$ cat config.mk
export PLATFORM = sky130hd
export DESIGN_NAME = mem_read_arbi_nch_flat
export DESIGN_NICKNAME = d
export VERILOG_FILES = /design/src/rtl/mem_read_arbi_nch_if.sv /design/src/rtl/mem_read_arbi_nch.sv /design/src/flat_wrapper.sv
export SDC_FILE = /design/constraint.sdc
export NUM_CORES = 1
export LEC_CHECK = 0
export ABC_CLOCK_PERIOD_IN_PS = 1830
export BUFFER_PORTS_ARGS = -buffer_cell sky130_fd_sc_hd__buf_4
export CORE_AREA = 2 2 279 281
export DETAILED_ROUTE_END_ITERATION = 7
export DIE_AREA = 0 0 281 283
export GPL_TIMING_DRIVEN = 0
export PLACE_DENSITY = 0.33
export REMOVE_ABC_BUFFERS = 1
export SYNTH_ARGS = -nofsm -noshare
export SYNTH_HDL_FRONTEND = slang
export SYNTH_SLANG_ARGS = --single-unit
$ cat constraint.sdc
create_clock -name ddr_clk_i -period 1.83 [get_ports ddr_clk_i]
set_input_delay 0.183 -clock ddr_clk_i [delete_from_list [all_inputs] [get_ports ddr_clk_i]]
set_output_delay 0.183 -clock ddr_clk_i [all_outputs]
set_load 0.005 [all_outputs]
$ cat src/rtl/mem_read_arbi_nch_if.sv
// mem_read_arbi_nch_if: DDR read-command port between the N-channel read
// arbiter (master) and the memory controller wrapper (slave).
interface mem_read_arbi_nch_if #(
  parameter int MEM_DATA_BITS = 256,
  parameter int ADDR_WIDTH    = 30,
  parameter int LEN_WIDTH     = 8
);
  logic                     rd_ddr_req;
  logic [LEN_WIDTH-1:0]     rd_ddr_len;
  logic [ADDR_WIDTH-1:0]    rd_ddr_addr;
  logic                     rd_ddr_data_valid;
  logic [MEM_DATA_BITS-1:0] rd_ddr_data;
  logic                     rd_ddr_finish;

  modport master (
    output rd_ddr_req, rd_ddr_len, rd_ddr_addr,
    input  rd_ddr_data_valid, rd_ddr_data, rd_ddr_finish
  );

  modport slave (
    input  rd_ddr_req, rd_ddr_len, rd_ddr_addr,
    output rd_ddr_data_valid, rd_ddr_data, rd_ddr_finish
  );
endinterface

$ cat src/rtl/mem_read_arbi_nch.sv
// mem_read_arbi_nch: round-robin arbiter that shares the single DDR read-command
// port among CH_NUM clients. Length/address are captured at grant, read data is
// steered only to the granted channel, and short bursts are flagged by len_err.
// Optional feature macro: MEM_RD_ARBI_WATCHDOG_EN adds a hung-burst watchdog.
module mem_read_arbi_nch #(
  parameter int CH_NUM         = 4,
  parameter int MEM_DATA_BITS  = 256,
  parameter int ADDR_WIDTH     = 30,
  parameter int LEN_WIDTH      = 8,
  parameter int TIMEOUT_CYCLES = 8000
) (
  input  logic                         ddr_clk_i,
  input  logic                         ddr_rst_n_i,
  input  logic [CH_NUM-1:0]            ch_rd_ddr_req,
  input  logic [CH_NUM*LEN_WIDTH-1:0]  ch_rd_ddr_len,
  input  logic [CH_NUM*ADDR_WIDTH-1:0] ch_rd_ddr_addr,
  output logic [CH_NUM-1:0]            ch_rd_ddr_data_valid,
  output logic [MEM_DATA_BITS-1:0]     ch_rd_ddr_data,
  output logic [CH_NUM-1:0]            ch_rd_ddr_finish,
  output logic [CH_NUM-1:0]            ch_rd_ddr_len_err,
  output logic [CH_NUM-1:0]            ch_rd_ddr_timeout,
  mem_read_arbi_nch_if.master          ddr,
  output logic                         arb_busy
);

  localparam int IDX_W = (CH_NUM > 1) ? $clog2(CH_NUM) : 1;

  if (CH_NUM < 1 || CH_NUM > 16) begin : g_bad_ch_num
    $error("mem_read_arbi_nch: CH_NUM must be 1..16");
  end
  if (TIMEOUT_CYCLES < 1 || TIMEOUT_CYCLES > 65535) begin : g_bad_timeout
    $error("mem_read_arbi_nch: TIMEOUT_CYCLES must fit the 16-bit watchdog");
  end

  typedef enum logic [1:0] {ARB, LOAD, READ, END} arb_state_e;

  arb_state_e              state, state_nxt;
  logic [IDX_W-1:0]        grant_ptr;
  logic [IDX_W-1:0]        grant_idx;
  logic [IDX_W-1:0]        next_grant;
  logic                    grant_found;
  logic [IDX_W:0]          cand;
  logic [CH_NUM-1:0]       eligible;
  logic [CH_NUM-1:0]       grant_onehot;
  logic [LEN_WIDTH-1:0]    ch_len  [CH_NUM];
  logic [ADDR_WIDTH-1:0]   ch_addr [CH_NUM];
  logic                    rd_req_q;
  logic [LEN_WIDTH-1:0]    rd_len_q;
  logic [ADDR_WIDTH-1:0]   rd_addr_q;
  logic [LEN_WIDTH-1:0]    beat_cnt;
  logic                    fin_d1, fin_d2;
  logic                    timeout_hit;

  for (genvar i = 0; i < CH_NUM; i++) begin : g_unpack
    assign ch_len[i]   = ch_rd_ddr_len[i*LEN_WIDTH +: LEN_WIDTH];
    assign ch_addr[i]  = ch_rd_ddr_addr[i*ADDR_WIDTH +: ADDR_WIDTH];
    assign eligible[i] = ch_rd_ddr_req[i] & (|ch_rd_ddr_len[i*LEN_WIDTH +: LEN_WIDTH]);
  end

  assign grant_onehot    = CH_NUM'(1) << grant_idx;
  assign ddr.rd_ddr_req  = rd_req_q;
  assign ddr.rd_ddr_len  = rd_len_q;
  assign ddr.rd_ddr_addr = rd_addr_q;

`ifdef MEM_RD_ARBI_WATCHDOG_EN
  logic [15:0] wd_cnt;

  // Watchdog counts every non-ARB cycle so a silent controller cannot hang a channel
  always_ff @(posedge ddr_clk_i or negedge ddr_rst_n_i) begin
    if (!ddr_rst_n_i)          wd_cnt <= '0;
    else if (state == ARB)     wd_cnt <= '0;
    else if (wd_cnt != 16'hFFFF) wd_cnt <= wd_cnt + 16'd1;
  end

  assign timeout_hit = (state == READ) && !fin_d2 && (wd_cnt == 16'(TIMEOUT_CYCLES));
`else
  assign timeout_hit = 1'b0;
`endif

  // Round-robin search: first eligible channel strictly after the pointer, with wrap
  always_comb begin
    grant_found = 1'b0;
    next_grant  = grant_ptr;
    cand        = '0;
    for (int i = 1; i <= CH_NUM; i++) begin
      cand = {1'b0, grant_ptr} + (IDX_W+1)'(i);
      if (cand >= (IDX_W+1)'(CH_NUM)) cand = cand - (IDX_W+1)'(CH_NUM);
      if (!grant_found && eligible[cand[IDX_W-1:0]]) begin
        grant_found = 1'b1;
        next_grant  = cand[IDX_W-1:0];
      end
    end
  end

  // FSM state register
  always_ff @(posedge ddr_clk_i or negedge ddr_rst_n_i) begin
    if (!ddr_rst_n_i) state <= ARB;
    else              state <= state_nxt;
  end

  // FSM next-state logic; a completed finish wins over a simultaneous watchdog expiry
  always_comb begin
    state_nxt = state;
    case (state)
      ARB:     if (grant_found) state_nxt = LOAD;
      LOAD:    state_nxt = READ;
      READ: begin
        if (fin_d2)           state_nxt = END;
        else if (timeout_hit) state_nxt = ARB;
      end
      END:     state_nxt = ARB;
      default: state_nxt = ARB;
    endcase
  end

  // FSM outputs: data steering is combinational so beats reach the client with zero latency
  always_comb begin
    ch_rd_ddr_data_valid = '0;
    ch_rd_ddr_data       = '0;
    ch_rd_ddr_finish     = '0;
    ch_rd_ddr_len_err    = '0;
    ch_rd_ddr_timeout    = '0;
    arb_busy             = (state != ARB);
    if (state == READ && ddr.rd_ddr_data_valid) begin
      ch_rd_ddr_data_valid = grant_onehot;
      ch_rd_ddr_data       = ddr.rd_ddr_data;
    end
    if (state == END) begin
      ch_rd_ddr_finish = grant_onehot;
      if (beat_cnt != rd_len_q) ch_rd_ddr_len_err = grant_onehot;
    end
    if (timeout_hit) ch_rd_ddr_timeout = grant_onehot;
  end

  // Grant index is captured at arbitration; the pointer moves to it once the burst ends
  always_ff @(posedge ddr_clk_i or negedge ddr_rst_n_i) begin
    if (!ddr_rst_n_i) begin
      grant_ptr <= IDX_W'(CH_NUM - 1);
      grant_idx <= '0;
    end else begin
      if (state == ARB && grant_found) grant_idx <= next_grant;
      if (state == END || timeout_hit) grant_ptr <= grant_idx;
    end
  end

  // Command registers: loaded once per burst, request dropped after the first beat or on exit
  always_ff @(posedge ddr_clk_i or negedge ddr_rst_n_i) begin
    if (!ddr_rst_n_i) begin
      rd_req_q  <= 1'b0;
      rd_len_q  <= '0;
      rd_addr_q <= '0;
    end else if (state == LOAD) begin
      rd_req_q  <= 1'b1;
      rd_len_q  <= ch_len[grant_idx];
      rd_addr_q <= ch_addr[grant_idx];
    end else if (state == READ && (ddr.rd_ddr_data_valid || state_nxt != READ)) begin
      rd_req_q  <= 1'b0;
    end
  end

  // Beat counter only advances on beats accepted in READ, saturating at full scale
  always_ff @(posedge ddr_clk_i or negedge ddr_rst_n_i) begin
    if (!ddr_rst_n_i)
      beat_cnt <= '0;
    else if (state == LOAD)
      beat_cnt <= '0;
    else if (state == READ && ddr.rd_ddr_data_valid && beat_cnt != '1)
      beat_cnt <= beat_cnt + LEN_WIDTH'(1);
  end

  // Two-stage finish delay lets trailing beats land before the burst is closed
  always_ff @(posedge ddr_clk_i or negedge ddr_rst_n_i) begin
    if (!ddr_rst_n_i) begin
      fin_d1 <= 1'b0;
      fin_d2 <= 1'b0;
    end else begin
      fin_d1 <= ddr.rd_ddr_finish;
      fin_d2 <= fin_d1;
    end
  end

endmodule
$ cat src/flat_wrapper.sv
// flat-port wrapper written by rule: the top's interface ports become plain ports
module mem_read_arbi_nch_flat 
#(
  parameter int CH_NUM         = 4,
  parameter int MEM_DATA_BITS  = 256,
  parameter int ADDR_WIDTH     = 30,
  parameter int LEN_WIDTH      = 8,
  parameter int TIMEOUT_CYCLES = 8000
)
  (ddr_clk_i, ddr_rst_n_i, ch_rd_ddr_req, ch_rd_ddr_len, ch_rd_ddr_addr, ch_rd_ddr_data_valid, ch_rd_ddr_data, ch_rd_ddr_finish, ch_rd_ddr_len_err, ch_rd_ddr_timeout, arb_busy, ddr_rd_ddr_req, ddr_rd_ddr_len, ddr_rd_ddr_addr, ddr_rd_ddr_data_valid, ddr_rd_ddr_data, ddr_rd_ddr_finish);
  mem_read_arbi_nch_if #(.MEM_DATA_BITS(MEM_DATA_BITS), .ADDR_WIDTH(ADDR_WIDTH), .LEN_WIDTH(LEN_WIDTH)) ddr_i ();
  input  logic ddr_clk_i;
  input  logic ddr_rst_n_i;
  input  logic [CH_NUM-1:0] ch_rd_ddr_req;
  input  logic [CH_NUM*LEN_WIDTH-1:0] ch_rd_ddr_len;
  input  logic [CH_NUM*ADDR_WIDTH-1:0] ch_rd_ddr_addr;
  output logic [CH_NUM-1:0] ch_rd_ddr_data_valid;
  output logic [MEM_DATA_BITS-1:0] ch_rd_ddr_data;
  output logic [CH_NUM-1:0] ch_rd_ddr_finish;
  output logic [CH_NUM-1:0] ch_rd_ddr_len_err;
  output logic [CH_NUM-1:0] ch_rd_ddr_timeout;
  output logic arb_busy;
  output wire logic [$bits(ddr_i.rd_ddr_req)-1:0] ddr_rd_ddr_req;
  output wire logic [$bits(ddr_i.rd_ddr_len)-1:0] ddr_rd_ddr_len;
  output wire logic [$bits(ddr_i.rd_ddr_addr)-1:0] ddr_rd_ddr_addr;
  input wire logic [$bits(ddr_i.rd_ddr_data_valid)-1:0] ddr_rd_ddr_data_valid;
  input wire logic [$bits(ddr_i.rd_ddr_data)-1:0] ddr_rd_ddr_data;
  input wire logic [$bits(ddr_i.rd_ddr_finish)-1:0] ddr_rd_ddr_finish;
  assign ddr_rd_ddr_req = ddr_i.rd_ddr_req;
  assign ddr_rd_ddr_len = ddr_i.rd_ddr_len;
  assign ddr_rd_ddr_addr = ddr_i.rd_ddr_addr;
  assign ddr_i.rd_ddr_data_valid = ddr_rd_ddr_data_valid;
  assign ddr_i.rd_ddr_data = ddr_rd_ddr_data;
  assign ddr_i.rd_ddr_finish = ddr_rd_ddr_finish;
  mem_read_arbi_nch #(.CH_NUM(CH_NUM), .MEM_DATA_BITS(MEM_DATA_BITS), .ADDR_WIDTH(ADDR_WIDTH), .LEN_WIDTH(LEN_WIDTH), .TIMEOUT_CYCLES(TIMEOUT_CYCLES)) u_core (.ddr_clk_i(ddr_clk_i), .ddr_rst_n_i(ddr_rst_n_i), .ch_rd_ddr_req(ch_rd_ddr_req), .ch_rd_ddr_len(ch_rd_ddr_len), .ch_rd_ddr_addr(ch_rd_ddr_addr), .ch_rd_ddr_data_valid(ch_rd_ddr_data_valid), .ch_rd_ddr_data(ch_rd_ddr_data), .ch_rd_ddr_finish(ch_rd_ddr_finish), .ch_rd_ddr_len_err(ch_rd_ddr_len_err), .ch_rd_ddr_timeout(ch_rd_ddr_timeout), .ddr(ddr_i), .arb_busy(arb_busy));
endmodule
==> results.ini <==
[detailed_routing]
wire_per_inst_um=23.7
drt-total-wl_um=55400
vias_per_cell=3.41
vias=7976
antenna_left=0
drtIter0Drc=422
dr.pass1.iters=4
remaining_drc_errors=0

[global_routing]
grt_max_degree=145
use_met3_pct=5.35
grt_overflow_total=0
antenna_found_initial=22
grt_pass1_wl_um=69900
met2_usage_pct=21.7
grt_usage_pct=12.6
grt_use_met1_pct=14.6
grt_pass1_vias=8131
gr-max-usage-layer=met2

[placed_design]
place_ws_ns=-1.19
dpl-instance-area_um2=11900
gp_congestion=0.890
hpwl_um=43500
port_buffers=723

[clock_network]
root_buffer=clkbuf_16
htreeDepth=2
clk_latency_ns=0.31
cts_tree=done
cts_made_buffers=5
numClockSinks=55
cts_buffer_depth=2
clk_pin_slew_ns=0.07

[worst_setup_path]
worst-path-buf-inv=5
worstPathArrival_ns=1.75
cpLargestDelayFamily=buffers and inverters
ff2ff_path_depth=9
cp_slowest_cell=dfrtp_1
crit_fanout=10
crit_path_frequent_cell=clkbuf_16
critPathKind=register to output pin
worstPathRequired_ns=1.65
cpPeakStageDelay_ns=0.39
cp_cell_sequence=inv_2 > ha_4 > buf_12 > clkbuf_16 > clkbuf_16 > and3_1 > buf_4
cp.depth=7
cp-end-kind=output pin
critPathLaunchType=register

[final_layout]
finish.instance_area_um2=13700
fillers=8639
seq_area_um2=1400
final_cell_mix=buf_4, and3_1, and3_4
final_common_cell=buf_4
syn2layout_area_growth_pct=157
multiInputGateArea_um2=4020
drive_gt1_share_pct=74.1
fin_nets=1713

[floorplanning]
core_region_area_um2=76700
die_h_um=283
num_rows=102
die_area_um2=79500
initial_core_util_pct=6.96
boundaryPins=728
fp.dieW_um=281

[logic_synthesis]
yosysWarnings=0
yosys.area.top_type=and3_1
synthFlopType=dfrtp_1
avgSynthCellArea_um2=9.27
ys_seq_area_share_pct=25.8
netlist_area_um2=5340
yosysUniqueCellTypes=46
async_flop_share_pct=100
netlist_top_cells_area=and3_1, dfrtp_1, mux4_2, mux2_2, clkbuf_1
synth_edf_count=0
yosys_register_bits=55
syn_inst=576
yosysTopAreaCellShare_pct=30.4

[power_and_ir_drop]
power_mw=15.6
ir_worst_vdd_uv=527
powerDensity_nw_per_um2=1140
p_leak_nw=6.98

[min_path]
worst_hold_path.num_cells=3
hold_path.class=input port to register

[sta]
relSlewSlack_pct=48.9
drv_slew=0
worst_pin_slew_ns=0.767
setup_viol=137
fmax_mhz=516
setup_slack_ns=-0.107
period_share_pct=106
rsz0062_at_grt=yes
fin_skew_ns=0.00398
fin_crit_ns=1.94
final-hold-violation-count=0

[job]
max_cap_viol_count=0

[outcome]
status=finished with violations
failed_checks=setup timing

-- per-layer routing --
layer | part of all wire [%] | up-vias
met2 | 48 | 487
met5 | 0.034 | -
li1 | - | 3616
met4 | 1.3 | 2
met3 | 12 | 35
met1 | 39 | 3836
-- sequential cells by signal (all words and copies together) (netlist names) --
name and cells:
u_core.fin_d2 1, u_core.fin_d1 1, u_core.ddr.rd_ddr_len 8, u_core.state 2
u_core.beat_cnt 8, u_core.ddr.rd_ddr_addr 30, u_core.ddr.rd_ddr_req 1, u_core.grant_idx 2
u_core.grant_ptr 2
-- path summary, 6_finish.rpt --
path / startpoint / slack (ns) / to
worst max register to register: u_core.state[0] / 0 / u_core.beat_cnt[7]
worst min-delay path: ch_rd_ddr_addr[101] / 0.32 / u_core.ddr.rd_ddr_addr[11]
worst min register to register: u_core.fin_d1 / 0.37 / u_core.fin_d2
max in group asynchronous: ddr_rst_n_i / 0.76 / u_core.grant_idx[0]
worst max-delay path: u_core.state[0] / -0.11 / ch_rd_ddr_data[255]
min in group asynchronous: ddr_rst_n_i / 0.50 / u_core.ddr.rd_ddr_len[3]
-- Yosys cell counts (2+ instances only) --
| master | number |
|---|---|
| mux2i_1 | 2 |
| or4_1 | 7 |
| buf_2 | 7 |
| nor2b_1 | 2 |
| o221ai_1 | 2 |
| buf_4 | 4 |
| dfstp_2 | 2 |
| o21a_2 | 2 |
| o21a_1 | 2 |
| nand2_1 | 11 |
| nor3_1 | 3 |
| o21ai_1 | 2 |
| mux2_2 | 40 |
| inv_1 | 5 |
| nand4_1 | 4 |
| dfrtp_1 | 53 |
| ha_1 | 5 |
| nand2b_1 | 2 |
| mux4_2 | 37 |
| clkbuf_1 | 66 |
| nand3_1 | 2 |
| xor2_1 | 5 |
| xnor2_1 | 9 |
| nor2_1 | 17 |
| and3_1 | 259 |
| o21ai_0 | 6 |
-- cell families (layout without fill, tap and decap cells) --
logic type,count (synthesis),count (layout),synth area share (%)
xor+xnor,14,14,2.30
buf+inv,83,797,6.28
fa+ha+maj,5,5,1.17
mux,81,81,25.2
simple gates,310,310,35.2
flops,55,55,25.8
compound gates,27,27,3.96
other cells,1,13,0.0703
-- timing repair --
item	CTS	global route
hold endpoints to repair	54	0
gates cloned	8	16
hold buffers	2	0
endpoints found under the setup margin	315	272
gates resized for setup	99	85
pin swaps	14	21
buffers inserted	19	11
-- area by class of cell --
class	count	share of cell area (%)
diodes	9	0.164
clock buffers	8	1.14
inverters	5	0.137
multi-input cells	441	29.3
flip-flops and latches	55	10.2
well taps	1040	9.50
repair buffers	784	49.5
-- tightest hold or removal path, delay by kind of cell --
kind	cells	cell delay, ns
mux	2	0.34
buf+inv	1	0.07
-- stage by stage --
step	util, %	hold WS, ns	setup TNS, ns	cells
global placement	15.3	0.297	-1440.92	2264
floorplan	-	-0.113	-610.62	501
CTS	16.8	0.308	-12.53	2306
global route	17.8	0.312	-26.74	2337
finish	17.9	0.322	-8.38	2342
detailed placement	15.5	0.296	-72.63	2269
-- report_power, final --
group	internal [mW]	switching (mW)	leakage (nW)
Clock	0.586	0.486	0.0772
Combinational	6.88	5.33	6.25
Sequential	1.81	0.456	0.647
Total	9.28	6.27	6.98
No activity file was read; power rests on OpenSTA's default activity.
